### src/rtl/cordic_arb_pkg.sv
// Shared types and constants for the CORDIC arbiter slice:
// FSM state enum, CORDIC iteration count and default sizes.
package cordic_arb_pkg;

   localparam int CORDIC_ITERS = 8;
   localparam int NREQ_DEF     = 3;
   localparam int W_DEF        = 16;

   typedef enum logic [1:0] {
      IDLE,
      RUN,
      CAPTURE
   } state_e;

endpackage

### src/rtl/cordic_arbiter_if.sv
// Requester/response bundle of the CORDIC arbiter.
// slave: arbiter side; master: requesters + result consumer.
interface cordic_arbiter_if
   import cordic_arb_pkg::*;
#(
   parameter int NREQ = NREQ_DEF,
   parameter int W    = W_DEF
) ();

   localparam int IW = $clog2(NREQ);

   logic [NREQ-1:0]   req_valid;
   logic [NREQ-1:0]   req_ready;
   logic [NREQ*W-1:0] req_x;
   logic [NREQ*W-1:0] req_y;
   logic [NREQ*W-1:0] req_x2;
   logic [NREQ*W-1:0] req_y2;
   logic              rsp_valid;
   logic              rsp_ready;
   logic [IW-1:0]     rsp_id;
   logic [W-1:0]      rsp_xout;
   logic [W-1:0]      rsp_x2out;

   modport slave (
      input  req_valid, req_x, req_y, req_x2, req_y2,
      output req_ready,
      output rsp_valid, rsp_id, rsp_xout, rsp_x2out,
      input  rsp_ready
   );

   modport master (
      output req_valid, req_x, req_y, req_x2, req_y2,
      input  req_ready,
      input  rsp_valid, rsp_id, rsp_xout, rsp_x2out,
      output rsp_ready
   );

endinterface

### src/rtl/cordic_arbiter_rr_arbiter.sv
// rr_arbiter: combinational grant (one-hot + index) over req.
// CORDIC_ARB_RR_EN: round-robin from ptr+1, ptr <= grant on adv;
// otherwise fixed priority (lowest index), no pointer, no clock.
module rr_arbiter #(
   parameter int NREQ = 3,
   parameter int IW   = $clog2(NREQ)
) (
`ifdef CORDIC_ARB_RR_EN
   input  logic            clk,
   input  logic            rst_n,
   input  logic            adv,
`endif
   input  logic [NREQ-1:0] req,
   output logic [NREQ-1:0] gnt_oh,
   output logic [IW-1:0]   gnt_idx,
   output logic            gnt_any
);

`ifdef CORDIC_ARB_RR_EN
   logic [IW-1:0] ptr_q, ptr_d;
   logic [IW-1:0] sel;

   always_comb begin
      gnt_idx = '0;
      gnt_any = 1'b0;
      sel     = ptr_q;
      // walk ptr+1, ptr+2, ... wrapping at NREQ-1
      for (int k = 0; k < NREQ; k++) begin
         sel = (sel == IW'(NREQ - 1)) ? '0 : sel + IW'(1);
         if (!gnt_any && req[sel]) begin
            gnt_any = 1'b1;
            gnt_idx = sel;
         end
      end
   end

   always_comb begin
      ptr_d = adv ? gnt_idx : ptr_q;
   end

   always_ff @(posedge clk or negedge rst_n) begin
      if (!rst_n) ptr_q <= IW'(NREQ - 1);
      else        ptr_q <= ptr_d;
   end
`else
   always_comb begin
      gnt_idx = '0;
      gnt_any = 1'b0;
      for (int i = NREQ - 1; i >= 0; i--) begin
         if (req[i]) begin
            gnt_idx = IW'(i);
            gnt_any = 1'b1;
         end
      end
   end
`endif

   always_comb begin
      gnt_oh = '0;
      for (int i = 0; i < NREQ; i++) begin
         gnt_oh[i] = gnt_any && (gnt_idx == IW'(i));
      end
   end

endmodule

### src/rtl/cordic_arbiter.sv
// cordic_arbiter: shares one two-channel vectoring CORDIC among NREQ
// requesters, one operation in flight, result tagged with requester id.
// Ports: clk, rst_n (async low), bus (slave: req_*/rsp_*),
// cordic_start/xin/yin/x2in/y2in out, cordic_xout/x2out/done in.
// Build option: CORDIC_ARB_RR_EN selects round-robin over fixed priority.
module cordic_arbiter
   import cordic_arb_pkg::*;
#(
   parameter int NREQ = NREQ_DEF,
   parameter int W    = W_DEF
) (
   input  logic           clk,
   input  logic           rst_n,
   cordic_arbiter_if.slave bus,
   output logic           cordic_start,
   output logic [W-1:0]   cordic_xin,
   output logic [W-1:0]   cordic_yin,
   output logic [W-1:0]   cordic_x2in,
   output logic [W-1:0]   cordic_y2in,
   input  logic [W-1:0]   cordic_xout,
   input  logic [W-1:0]   cordic_x2out,
   input  logic           cordic_done
);

   localparam int IW = $clog2(NREQ);

   state_e         state_q, state_d;
   logic [IW-1:0]  id_q, id_d;
   logic           rsp_valid_q, rsp_valid_d;
   logic [IW-1:0]  rsp_id_q, rsp_id_d;
   logic [W-1:0]   rsp_xout_q, rsp_xout_d;
   logic [W-1:0]   rsp_x2out_q, rsp_x2out_d;
   logic [W-1:0]   opx_q, opx_d;
   logic [W-1:0]   opy_q, opy_d;
   logic [W-1:0]   opx2_q, opx2_d;
   logic [W-1:0]   opy2_q, opy2_d;

   logic [NREQ-1:0] gnt_oh;
   logic [IW-1:0]   gnt_idx;
   logic            gnt_any;
   logic            rsp_free;
   logic            grant;
   logic [W-1:0]    mx, my, mx2, my2;

   rr_arbiter #(.NREQ(NREQ), .IW(IW)) u_arb (
`ifdef CORDIC_ARB_RR_EN
      .clk     (clk),
      .rst_n   (rst_n),
      .adv     (grant),
`endif
      .req     (bus.req_valid),
      .gnt_oh  (gnt_oh),
      .gnt_idx (gnt_idx),
      .gnt_any (gnt_any)
   );

   // a response drained this cycle frees the slot for a same-cycle grant,
   // so CAPTURE can never find the register occupied
   assign rsp_free = !rsp_valid_q || bus.rsp_ready;
   assign grant    = (state_q == IDLE) && gnt_any && rsp_free;

   always_comb begin
      mx  = '0;
      my  = '0;
      mx2 = '0;
      my2 = '0;
      for (int i = 0; i < NREQ; i++) begin
         if (gnt_idx == IW'(i)) begin
            mx  = bus.req_x [i*W +: W];
            my  = bus.req_y [i*W +: W];
            mx2 = bus.req_x2[i*W +: W];
            my2 = bus.req_y2[i*W +: W];
         end
      end
   end

   always_ff @(posedge clk or negedge rst_n) begin
      if (!rst_n) state_q <= IDLE;
      else        state_q <= state_d;
   end

   // done is only meaningful in RUN: the CORDIC counter free-runs
   always_comb begin
      state_d = state_q;
      unique case (state_q)
         IDLE:    if (grant)       state_d = RUN;
         RUN:     if (cordic_done) state_d = CAPTURE;
         CAPTURE:                  state_d = IDLE;
         default:                  state_d = IDLE;
      endcase
   end

   always_comb begin
      bus.req_ready = grant ? gnt_oh : '0;
      cordic_start  = grant;
      cordic_xin    = grant ? mx  : opx_q;
      cordic_yin    = grant ? my  : opy_q;
      cordic_x2in   = grant ? mx2 : opx2_q;
      cordic_y2in   = grant ? my2 : opy2_q;
   end

   always_comb begin
      id_d        = id_q;
      opx_d       = opx_q;
      opy_d       = opy_q;
      opx2_d      = opx2_q;
      opy2_d      = opy2_q;
      rsp_valid_d = rsp_valid_q;
      rsp_id_d    = rsp_id_q;
      rsp_xout_d  = rsp_xout_q;
      rsp_x2out_d = rsp_x2out_q;
      if (grant) begin
         id_d   = gnt_idx;
         opx_d  = mx;
         opy_d  = my;
         opx2_d = mx2;
         opy2_d = my2;
      end
      if (rsp_valid_q && bus.rsp_ready) rsp_valid_d = 1'b0;
      if (state_q == CAPTURE) begin
         rsp_valid_d = 1'b1;
         rsp_id_d    = id_q;
         rsp_xout_d  = cordic_xout;
         rsp_x2out_d = cordic_x2out;
      end
   end

   always_ff @(posedge clk or negedge rst_n) begin
      if (!rst_n) begin
         id_q        <= '0;
         opx_q       <= '0;
         opy_q       <= '0;
         opx2_q      <= '0;
         opy2_q      <= '0;
         rsp_valid_q <= 1'b0;
         rsp_id_q    <= '0;
         rsp_xout_q  <= '0;
         rsp_x2out_q <= '0;
      end else begin
         id_q        <= id_d;
         opx_q       <= opx_d;
         opy_q       <= opy_d;
         opx2_q      <= opx2_d;
         opy2_q      <= opy2_d;
         rsp_valid_q <= rsp_valid_d;
         rsp_id_q    <= rsp_id_d;
         rsp_xout_q  <= rsp_xout_d;
         rsp_x2out_q <= rsp_x2out_d;
      end
   end

   assign bus.rsp_valid = rsp_valid_q;
   assign bus.rsp_id    = rsp_id_q;
   assign bus.rsp_xout  = rsp_xout_q;
   assign bus.rsp_x2out = rsp_x2out_q;

endmodule
### src/flat_wrapper.sv
// flat-port wrapper written by rule: the top's interface ports become plain ports
module cordic_arbiter_flat import cordic_arb_pkg::*;
#(
   parameter int NREQ = NREQ_DEF,
   parameter int W    = W_DEF
)
  (clk, rst_n, cordic_start, cordic_xin, cordic_yin, cordic_x2in, cordic_y2in, cordic_xout, cordic_x2out, cordic_done, bus_req_valid, bus_req_x, bus_req_y, bus_req_x2, bus_req_y2, bus_req_ready, bus_rsp_valid, bus_rsp_id, bus_rsp_xout, bus_rsp_x2out, bus_rsp_ready);
  cordic_arbiter_if #(.NREQ(NREQ), .W(W)) bus_i ();
  input  logic clk;
  input  logic rst_n;
  output logic cordic_start;
  output logic [W-1:0] cordic_xin;
  output logic [W-1:0] cordic_yin;
  output logic [W-1:0] cordic_x2in;
  output logic [W-1:0] cordic_y2in;
  input  logic [W-1:0] cordic_xout;
  input  logic [W-1:0] cordic_x2out;
  input  logic cordic_done;
  input wire logic [$bits(bus_i.req_valid)-1:0] bus_req_valid;
  input wire logic [$bits(bus_i.req_x)-1:0] bus_req_x;
  input wire logic [$bits(bus_i.req_y)-1:0] bus_req_y;
  input wire logic [$bits(bus_i.req_x2)-1:0] bus_req_x2;
  input wire logic [$bits(bus_i.req_y2)-1:0] bus_req_y2;
  output wire logic [$bits(bus_i.req_ready)-1:0] bus_req_ready;
  output wire logic [$bits(bus_i.rsp_valid)-1:0] bus_rsp_valid;
  output wire logic [$bits(bus_i.rsp_id)-1:0] bus_rsp_id;
  output wire logic [$bits(bus_i.rsp_xout)-1:0] bus_rsp_xout;
  output wire logic [$bits(bus_i.rsp_x2out)-1:0] bus_rsp_x2out;
  input wire logic [$bits(bus_i.rsp_ready)-1:0] bus_rsp_ready;
  assign bus_i.req_valid = bus_req_valid;
  assign bus_i.req_x = bus_req_x;
  assign bus_i.req_y = bus_req_y;
  assign bus_i.req_x2 = bus_req_x2;
  assign bus_i.req_y2 = bus_req_y2;
  assign bus_req_ready = bus_i.req_ready;
  assign bus_rsp_valid = bus_i.rsp_valid;
  assign bus_rsp_id = bus_i.rsp_id;
  assign bus_rsp_xout = bus_i.rsp_xout;
  assign bus_rsp_x2out = bus_i.rsp_x2out;
  assign bus_i.rsp_ready = bus_rsp_ready;
  cordic_arbiter #(.NREQ(NREQ), .W(W)) u_core (.clk(clk), .rst_n(rst_n), .bus(bus_i), .cordic_start(cordic_start), .cordic_xin(cordic_xin), .cordic_yin(cordic_yin), .cordic_x2in(cordic_x2in), .cordic_y2in(cordic_y2in), .cordic_xout(cordic_xout), .cordic_x2out(cordic_x2out), .cordic_done(cordic_done));
endmodule
### config.mk
export PLATFORM = sky130hd
export DESIGN_NAME = cordic_arbiter_flat
export DESIGN_NICKNAME = d
export VERILOG_FILES = /design/src/rtl/cordic_arb_pkg.sv /design/src/rtl/cordic_arbiter_if.sv /design/src/rtl/cordic_arbiter_rr_arbiter.sv /design/src/rtl/cordic_arbiter.sv /design/src/flat_wrapper.sv
export SDC_FILE = /design/constraint.sdc
export NUM_CORES = 1
export LEC_CHECK = 0
export ABC_AREA = 1
export CAP_MARGIN = 40
export CELL_PAD_IN_SITES_DETAIL_PLACEMENT = 0
export CELL_PAD_IN_SITES_GLOBAL_PLACEMENT = 1
export CORE_MARGIN = 2
export CORE_UTILIZATION = 26
export CTS_BUF_LIST = sky130_fd_sc_hd__clkbuf_4 sky130_fd_sc_hd__clkbuf_8
export DETAILED_ROUTE_END_ITERATION = 8
export GPL_ROUTABILITY_DRIVEN = 0
export PLACE_DENSITY = 0.86
export SETUP_SLACK_MARGIN = 0.4
export SLEW_MARGIN = 25
export SYNTH_ARGS = -nofsm -noshare
export SYNTH_HDL_FRONTEND = slang
export SYNTH_SLANG_ARGS = --single-unit
### constraint.sdc
create_clock -name clk -period 1.6 [get_ports clk]
set_input_delay 0.16 -clock clk [delete_from_list [all_inputs] [get_ports clk]]
set_output_delay 0.16 -clock clk [all_outputs]
set_load 0.05 [all_outputs]
==> results of run 1 <==
-- where the power goes --
group / internal, mW / leakage, nW / switching (mW)
clock network: 0.895 / 0.106 / 0.955
registers: 3.87 / 1.27 / 0.692
logic: 7.27 / 4.23 / 10.8
-- stage by stage --
| stage | area, µm² | instances | setup TNS [ns] | setup WS (ns) |
|---|---|---|---|---|
| 3_5_place_dp | 10000 | 1397 | -38.66 | -0.492 |
| 2_1_floorplan | 6300 | 798 | 0 | 0.0376 |
| 5_1_grt | 11800 | 1441 | -35.12 | -0.573 |
| 4_1_cts | 10800 | 1419 | -27.74 | -0.512 |
| 3_3_place_gp | 10000 | 1397 | -40.34 | -0.514 |
| 6_report | 11800 | 1441 | -26.26 | -0.443 |
-- cell families (layout without fill, tap and decap cells) --
family / count (synthesis) / count (layout) / share of synthesized area (%)
buffers and inverters: 161 / 527 / 12.4
flip-flops: 103 / 103 / 46.0
AO/OA/AOI/OAI: 37 / 37 / 3.73
AND/OR/NAND/NOR: 497 / 499 / 37.8
-- flip-flops by register name, summed over array words and instances, names as in the netlist --
name                  count
u_core.id_q               2
u_core.bus.rsp_xout      16
u_core.bus.rsp_id         2
u_core.opx_q             16
u_core.bus.rsp_x2out     16
u_core.opx2_q            16
u_core.opy2_q            16
u_core.bus.rsp_valid      1
u_core.opy_q             16
u_core.state_q            2
-- path summary, 6_finish.rpt --
| path | cells after the start | startpoint | to | slack (ns) |
|---|---|---|---|---|
| setup / recovery | 9 | u_core.state_q[0] | bus_req_ready[0] | -0.44 |
| hold / removal | 2 | rst_n | u_core.bus.rsp_x2out[6] | 0.25 |
| setup reg to reg | 9 | u_core.state_q[0] | u_core.opy_q[13] | 0.07 |
| hold reg to reg | 2 | u_core.bus.rsp_xout[12] | u_core.bus.rsp_xout[12] | 0.50 |
| max in group asynchronous | 3 | rst_n | u_core.opx2_q[1] | 0.75 |
| min in group clk | 3 | cordic_xout[15] | u_core.bus.rsp_xout[15] | 0.32 |
-- metal layers --
| metal | vias to the layer above | GRT usage (%) |
|---|---|---|
| li1 | 3227 | - |
| met4 | 0 | 5.98 |
| met3 | 28 | 5.24 |
| met5 | - | 0 |
| met1 | 3093 | 21.5 |
| met2 | 282 | 34.0 |
-- placed cells by master, fill, tap and decap left out --
cell type,instances
dlygate4sd2_1,2
nand3_2,49
bufinv_16,2
buf_2,1
buf_4,64
nand2_1,152
inv_6,1
nand2_4,77
buf_8,61
buf_6,16
nor2_1,2
inv_1,101
or2_4,3
clkinvlp_4,1
o21ai_1,22
clkbuf_4,1
nor2_4,4
nand3_1,130
clkbuf_16,11
dfrtp_2,1
dlygate4sd3_1,1
clkinv_2,2
clkinv_8,1
nand3_4,14
clkbuf_8,9
o21ai_2,10
buf_16,3
nand2_2,67
inv_2,3
o21bai_1,2
dfrtp_1,102
o21ai_0,3
clkdlybuf4s50_1,226
nor2_2,1
buf_12,21
-- final cells by class --
| class | count | area (µm²) |
|---|---|---|
| Clock buffer | 10 | 131 |
| Clock inverter | 5 | 81.3 |
| Fill cell | 1916 | 9340 |
| Inverter | 105 | 407 |
| Multi-Input combinational cell | 536 | 3560 |
| Sequential cell | 103 | 2580 |
| Tap cell | 275 | 344 |
| Timing Repair Buffer | 406 | 4650 |
| Timing Repair inverter | 1 | 5.00 |
-- timing repair --
action / CTS / global route
pin swaps: 6 / 10
setup buffers: 4 / 2
hold buffers: 1 / 0
gates cloned: 2 / 20
gates resized for setup: 139 / 158
hold endpoints to repair: 27 / 0
endpoints found under the setup margin: 169 / 169
==> results.md, run 1 <==
* Outcome: finished, violations left
* CTS clk-pin slew, worst paths at 0.10 ns
* IO Port Bufs at 333
* Crit end category: output pin
* Syn Area/Cell at 7.02 µm²
* Final ANT Viol Nets at 0
* CTS tree: built
* Largest cells by area after synthesis: dfrtp_1 46%, nand2_1 20%, nand3_1 17%, inv_1 6.8%, buf_2 2.6%
* Yosys top cell area share at 46.0%
* LEAKAGE at 5.60 nW
* Cells after Synth at 798
* YS warnings at 0
* Post-synth EDFFs at 0
* Htree depth at 3
* Arrival @ worst endpoint at 1.88 ns
* Worst path max stage delay at 0.40 ns
* Fraction of layout cells with a size suffix above 1 at 36.3%
* Met3 WL post-DR at 2060 µm
* Ant. Diodes at 0
* Setup violations, final at 68
* Slowest cell on the critical path: dfrtp_1
* Drt pass-1 iters at 5
* Post-synthesis register bit count at 103
* Grt ovf at 0
* P&R area growth vs syn at 110%
* Syn_nets at 1029
* Fmax at 0.489 GHz
* Num ports at 334
* Max layer used: met4
* M1 WL at 9350 µm
* Ys async rst share at 100%
* WP buf/inv at 5
* Power per cell area at 2080 nW/µm²
* Die Width at 151 µm
* Design Power at 24.5 mW
* Utilization after layout at 55.7%
* Unique masters post-synth at 17
* Root buf cell: clkbuf_8
* DIE HEIGHT at 151 µm
* Worst-Margin Slew at 0.411 ns
* Initial antenna violation count at 0
* Critical Path Source Type: flip-flop
* TritonCTS buffer count at 9
* Final number of max-transition violations at 0
* CP required at 1.44 ns
* WL per Instance at 17.3 µm
* CTS Sinks at 103
* Worst-Skew Late Latency at 0.38 ns
* Post-synthesis sequential area ratio at 46.0%
* Failing checks: setup timing
* Synth area leader: dfrtp_1
* Post-synth top flop: dfrtp_1
* Peak VDD IR at 1430 µV
* Drt initial violations at 178
* Slew Limit Headroom at 72.6%
* Unrepaired setup endpoints after global routing: yes
* Crit-path cells: nor2_2, nand2_4, nor2_4, buf_6, clkinv_8, buf_16, buf_6, nor2_4, buf_12
* Synthesized cell area at 5600 µm²
* Min cycle time layout at 2.04 ns
* Hold WC Path Type: input pin to asynchronous set/reset pin
* Setup slack after layout at -0.443 ns
* Most common cell in the netlist: nand2_1
* Max Cap Violations at 0
* Vias in the first global route at 6279
* Worst-case clock buffer depth at 2
* Hpwl dp at 16200 µm
* Total GRT Usage at 18.8%
* Nets@finish at 1393
* Initial core utilization at 26.6%
* First-pass GRT wire length at 33000 µm
* Via density at 4.60
* Drt drc at 0
* Clock Skew at 0.0204 ns
* Worst hold margin at 0.254 ns
* Met2 Wirelength at 13100 µm
* Largest net degree at the start of global routing at 70
* Final hold violation count at 0
* Row count at 53
* Critical path class: flip-flop to output pin
* Post-synth top cells: 296 x nand2_1, 193 x nand3_1, 103 x dfrtp_1
* CP top delay family: buffers and inverters
* Worst Path Max Fanout at 7
* Core footprint at 21100 µm²
* Final WL at 25000 µm
* DIE AREA at 22700 µm²
* Via Count at 6630
* Tcrit/Tclk final at 128%
No activity file was read; power rests on OpenSTA's default activity.
==> run 2: changes to the inputs <==
--- a/config.mk
+++ b/config.mk
@@ -14,7 +14,7 @@
 export CTS_BUF_LIST = sky130_fd_sc_hd__clkbuf_4 sky130_fd_sc_hd__clkbuf_8
 export DETAILED_ROUTE_END_ITERATION = 8
 export GPL_ROUTABILITY_DRIVEN = 0
-export PLACE_DENSITY = 0.86
+export PLACE_DENSITY = 0.81
 export SETUP_SLACK_MARGIN = 0.4
 export SLEW_MARGIN = 25
 export SYNTH_ARGS = -nofsm -noshare
==> run 2 against run 1 <==
  * The flow still finishes with violations (setup timing)
  * Critical path depth is the same
  * Sequential share of layout area grew 0.50 points
  * Flip-flop and latch count is the same
  * Clock power shrank 4%
  * Final cell count shrank 0.97%
  * Non-clock buffer count shrank 13
  * Global-route usage grew 0.73 points
  * Fmax shrank 0.75%
  * Core utilization shrank 1.3 points
  * Worst setup slack lost 0.015 ns
  * Critical endpoint is now cordic_y2in[12]
  * Largest cell class unchanged
  * Highest routed layer unchanged
==> results.md, run 2 (synthesized netlist as in run 1, its figures left out) <==
* Worst Path Max Fanout at 6 (-1)
* Final WL at 24500 µm (-1.8%)
* Placed insts at 1384 (-0.93%)
* CP top delay family: buffers and inverters
* Arrival @ worst endpoint at 1.90 ns (+0.02 ns)
* Setup slack after layout at -0.459 ns (-0.0154 ns)
* Ant. Diodes at 0 (unchanged)
* Peak VDD IR at 1330 µV (-6.9%)
* IO Port Bufs at 333 (unchanged)
* Via Count at 6529 (-1.5%)
* CTS tree: built
* TritonCTS buffer count at 9 (unchanged)
* Most common cell after layout, fill and taps aside: clkdlybuf4s50_1
* Hold WC Path Type: input pin to asynchronous set/reset pin
* Grt ovf at 0 (unchanged)
* Unrepaired setup endpoints after global routing: yes
* R2R depth at 9 (unchanged)
* Worst-Skew Late Latency at 0.39 ns (about the same)
* Fin cells at 1427 (-0.97%)
* DP Area at 9890 µm² (-1.1%)
* Initial core utilization at 26.6% (unchanged)
* Drt drc at 0 (unchanged)
* Critical Path Source Type: flip-flop
* Max Cap Violations at 0 (unchanged)
* DIE AREA at 22700 µm² (unchanged)
* Design area at 11500 µm² (-2.2%)
* CTS clk-pin slew, worst paths at 0.11 ns (about the same)
* Pre-CTS setup slack at -0.380 ns (+0.111 ns)
* Vias in the first global route at 6422 (+2.3%)
* Commonest non-fill, non-tap cells in the layout: 228 x clkdlybuf4s50_1, 160 x nand2_1, 137 x nand3_1
* Total GRT Usage at 19.6% (+0.73 points)
* Die Width at 151 µm (unchanged)
* Drt initial violations at 160 (-10%)
* P&R area growth vs syn at 105%
* Outcome: finished, violations left
* R2R Path Start: u_core.state_q[1]
* Worst-Margin Slew at 0.519 ns (+0.108 ns)
* Tcrit/Tclk final at 129% (+0.96 points)
* Largest net degree at the start of global routing at 70 (unchanged)
* Htree depth at 3 (unchanged)
* Min cycle time layout at 2.06 ns (+0.0154 ns)
* Design Power at 23.8 mW (-2.8%)
* LEAKAGE at 5.44 nW (-2.8%)
* Crit-path cells: nor2_2, nand2_4, nor2_4, buf_12, buf_12, clkbuf_16, nand3_2, nand2_4, buf_8
* Worst-case clock buffer depth at 2 (unchanged)
* WP buf/inv at 4 (-1)
* Fmax at 0.486 GHz (-0.75%)
* DIE HEIGHT at 151 µm (unchanged)
* Via density at 4.58 (-0.56%)
* Critical path class: flip-flop to output pin
* Drt pass-1 iters at 4 (-1)
* Num ports at 334 (unchanged)
* Final ANT Viol Nets at 0 (unchanged)
* CP required at 1.44 ns (about the same)
* Slew Limit Headroom at 65.4% (-7.2 points)
* Power per cell area at 2070 nW/µm² (-0.56%)
* Worst path max stage delay at 0.41 ns (about the same)
* Final hold violation count at 0 (unchanged)
* Final number of max-transition violations at 0 (unchanged)
* Root buf cell: clkbuf_8
* First-pass GRT wire length at 34100 µm (+3.4%)
* Crit end category: output pin
* R2R setup slack at 0.06 ns (about the same)
* Worst r2r dst: u_core.opx2_q[10]
* Nets@finish at 1378 (-1.1%)
* Core footprint at 21100 µm² (unchanged)
* Fraction of layout cells with a size suffix above 1 at 33.9% (-2.4 points)
* Clock Skew at 0.0210 ns (+0.000597 ns)
* WL per Instance at 17.2 µm (-0.81%)
* Failing checks: setup timing
* Hpwl dp at 16400 µm (+0.98%)
* Utilization after layout at 54.5% (-1.3 points)
* CTS Sinks at 103 (unchanged)
* Row count at 53 (unchanged)
* Setup violations, final at 68 (unchanged)
* Initial antenna violation count at 0 (unchanged)
* Slowest cell on the critical path: dfrtp_1
[run 2: cell types whose count changed in the layout (fill, tap and decap cells not counted), moves of 5 or more]
cell and delta:
buf_4 -6, nand3_2 -19, clkbuf_16 -5, o21ai_0 +10, nand2_4 -6, o21ai_1 -6, nand3_1 +7, buf_8 -26
buf_6 +21, nand3_4 +12, nand2_1 +8
[run 2: layout make-up]
| type | instances | area, µm² |
|---|---|---|
| repair buffers | 393 | 4420 |
| fillers | 1961 | 9600 |
| clock inverters | 7 | 80.1 |
| clock buffers | 9 | 124 |
| inverters | 105 | 407 |
| flip-flops and latches | 103 | 2580 |
| multi-input cells | 535 | 3540 |
| well taps | 275 | 344 |
[run 2: stage by stage]
step	setup TNS [ns]	hold slack (ns)
4_1_cts	-30.50	0.284
6_report	-27.76	0.299
2_1_floorplan	0	-0.136
3_5_place_dp	-29.62	0.175
5_1_grt	-33.78	0.305
3_3_place_gp	-27.44	0.172
[run 2: metal layers]
| metal | up-vias | wire length (µm) | part of all wire, % | global-route usage (%) |
|---|---|---|---|---|
| met4 | 0 | 371 | 1.5 | 5.51 |
| met2 | 262 | 12300 | 50 | 34.3 |
| met1 | 3050 | 9660 | 39 | 22.9 |
| met3 | 21 | 2200 | 9.0 | 6.21 |
| li1 | 3196 | - | - | - |
| met5 | - | 0 | 0 | 0 |
[run 2: how the worst max path moves through the flow]
stage	from	to	depth (start not counted)
2_1_floorplan	u_core.bus.rsp_valid	bus_req_ready[0]	7
3_3_place_gp	bus_req_valid[0]	cordic_x2in[6]	10
3_5_place_dp	bus_req_valid[0]	cordic_x2in[6]	10
4_1_cts	u_core.state_q[0]	cordic_y2in[14]	9
5_1_grt	u_core.state_q[1]	cordic_y2in[12]	9
6_report	u_core.state_q[1]	cordic_y2in[12]	9
[run 2: report_power, final]
part           total (mW)  internal, mW  switching [mW]
Clock                1.77         0.744            1.03
Combinational        17.5          6.86            10.6
Sequential           4.51          3.87           0.640
Total                23.8          11.5            12.3
[run 2: timing repair]
| item | CTS | global route |
|---|---|---|
| gates cloned | 3 | 12 |
| buffers inserted | 6 | 5 |
| endpoints found under the hold margin | 28 | 0 |
| hold buffers | 1 | 0 |
| endpoints found under the setup margin | 169 | 170 |
| pin swaps | 10 | 21 |
| gates resized for setup | 162 | 81 |
==> run 3: changes to the inputs <==
--- a/config.mk
+++ b/config.mk
@@ -12,6 +12,7 @@
 export CORE_MARGIN = 2
 export CORE_UTILIZATION = 26
 export CTS_BUF_LIST = sky130_fd_sc_hd__clkbuf_4 sky130_fd_sc_hd__clkbuf_8
+export CTS_CLUSTER_DIAMETER = 120
 export DETAILED_ROUTE_END_ITERATION = 8
 export GPL_ROUTABILITY_DRIVEN = 0
 export PLACE_DENSITY = 0.81
==> results of run 3 <==
No change in the layout: final DEF, timing and power equal those of run 2.
==> variant: new RTL, config.mk and constraints of run 3 <==
Set the package constant `NREQ_DEF` to 6 (it was 3).
--- a/src/rtl/cordic_arb_pkg.sv
+++ b/src/rtl/cordic_arb_pkg.sv
@@ -4,5 +4,5 @@
 
    localparam int CORDIC_ITERS = 8;
-   localparam int NREQ_DEF     = 3;
+   localparam int NREQ_DEF     = 6;
    localparam int W_DEF        = 16;
 
Interface: changed (7 resized); port bits go from 334 to 533. The function was not compared with the original's and may differ.
==> variant against run 3 <==
Worst setup slack lost 0.14 ns. The flow still finishes with violations (negative setup slack). Wire length grew 99%. Hold slack lost 0.14 ns. Power grew 17%. Cell count grew 61%. Synthesized cell count grew 64%. Highest routed layer is now met5. Sequential cell count grew 2. Synthesized area grew 46%. Clock skew shrank 0.0039 ns. Final area grew 49%. Non-clock buffer count grew 276.
==> variant: results (changes against run 3) <==
• Vias: 11100, +69%
• largest family of logic cells by synthesized area: simple AND/OR/NAND/NOR gates
• maximum number of pins on one net before global-route repair: 67, -4.3%
• Worst setup endpoint: cordic_x2in[0]
• most common library cells after synthesis: sky130_fd_sc_hd__nand2_1, sky130_fd_sc_hd__inv_1, sky130_fd_sc_hd__nand3_1
• detailed-router iteration count before antenna repair: 5, +1
• HP Class: input port to asynchronous set/reset pin
• part of the total power dissipated in the clock network: 6.9%, -0.6 points
• Total Wirelength: 48.9 mm, +99%
• overall track demand over capacity in global routing: 26.8%, +7.3 points
• IR Drop Worst-Case VDD: 1.71 mV, +28%
• share of cells above drive strength 1: 27.7%, -6.2 points
• CP peak stage delay: 0.44 ns, +0.03 ns
• CTS root buffer: sky130_fd_sc_hd__clkbuf_8
• crit path DAT: 2.04 ns, +0.14 ns
• number of filler instances in the final layout: 2887, +47%
• portion of the post-synthesis area used by sequential elements: 32.1%, -14 points
• Post-Place Setup Slack: -0.819 ns, -0.439 ns
• post-DP HPWL: 33.3 mm, +100%
• most instantiated flip-flop cell in the synthesis netlist: sky130_fd_sc_hd__dfrtp_1
• count of routing violations after the opening detailed-route iteration: 434, +170%
• critical path's top delay family: buffers and inverters
• final setup violation count: 84, +24%
• global-route wire length before repair: 66.5 mm, +95%
• Clock Latency Late Sink: 0.42 ns, +0.03 ns
• Post-Synthesis Net Count: 1736, +69%
• post-layout net count: 2323, +69%
• number of port buffers: 532, +60%
• clock-pin transition on the worst setup and hold timing paths: 0.13 ns, +0.02 ns
• initial antenna violation count: 7, +7
• clk_skew: 0.0171 ns, -0.00386 ns
• Post-Synth XOR/XNOR Area: 0%, unchanged
• leading post-synthesis cells by cell area: sky130_fd_sc_hd__dfrtp_1, sky130_fd_sc_hd__nand2_1, sky130_fd_sc_hd__inv_1
• fraction of the mapped netlist area in compound gates: 8.37%, +4.6 points
• leakage component of the power: 8.29 nW, +52%
• register-to-register path setup slack: -0.23 ns, -0.29 ns
• Worst slew margin: 62.0%, -3.4 points
• failing checks: negative setup slack
• status: finished with violations
• worst reg2reg endpoint: u_core.opy_q[12]
• cell area after placement: 14700 sq um, +48%
• switching power: 14.2 mW, +15%
• Max FO, Critical Path: 5, -1
• setup slack after layout: -0.604 ns, -0.145 ns
• worst r2r path cells: 11, +2
• count of unique library cells instantiated by Yosys: 23, +6
• number of H-tree levels: 3, unchanged
• launching element of the worst setup path: u_core.bus.rsp_valid
• mux contribution to synthesized area: 4.54%, +4.5 points
• slowest library cell on the worst path: sky130_fd_sc_hd__dfrtp_2
• design internal power: 13.6 mW, +19%
• power in sequential cells: 4.50 mW, about the same
variant: changes by cell type in the layout (fill, tap and decap cells not counted), sizes merged, moves of 4 or more:
cell           change
nand2            +232
dlygate4sd2        +4
nand4             +65
o21ai            +101
clkdlybuf4s50    +190
nand3             -64
diode              +4
buf               +71
mux2              +33
inv              +103
clkbuf             +8
variant: cell type report:
type	count	area, sq um	area share [%]
tap	396	495	2.90
antenna	4	10.0	0.0587
timing repair buffer	669	7630	44.7
sequential	105	2630	15.4
clock buffer	9	124	0.726
clock inverter	7	98.8	0.579
multi-input combinational	904	5260	30.8
inverter	208	820	4.80
variant: what timing repair did:
action / in CTS / in global routing
hold endpoints to repair: 78 / 0
buffers inserted: 17 / 20
hold buffers: 1 / 0
pin swaps: 31 / 45
endpoints found under the setup margin: 208 / 211
gates resized for setup: 243 / 118
cloned: 9 / 15
variant: per-layer routing:
metal	track usage, %	part of all wire (%)	up-vias
met3	6.33	7.0	79
li1	-	-	5273
met5	0	0.022	-
met1	29.9	39	5235
met2	49.2	51	466
met4	10.4	3.2	2
variant: worst min path at each step:
stage                     start                   end  slack (ns)  cells after the start
after CTS                 rst_n       u_core.opx_q[0]        0.13                      2
after detailed placement  rst_n       u_core.opx_q[0]        0.07                      1
after global placement    rst_n       u_core.opx_q[2]        0.07                      1
final                     rst_n       u_core.opx_q[0]        0.16                      2
after floorplan           rst_n  u_core.bus.rsp_id[0]       -0.14                      0
after global routing      rst_n       u_core.opx_q[0]        0.14                      2
variant: per-stage QoR:
| step | instances | setup TNS (ns) |
|---|---|---|
| CTS | 2263 | -47.29 |
| global route | 2302 | -45.99 |
| global placement | 2220 | -77.55 |
| detailed placement | 2220 | -81.77 |
| floorplan | 1310 | -12.23 |
| finish | 2302 | -38.25 |
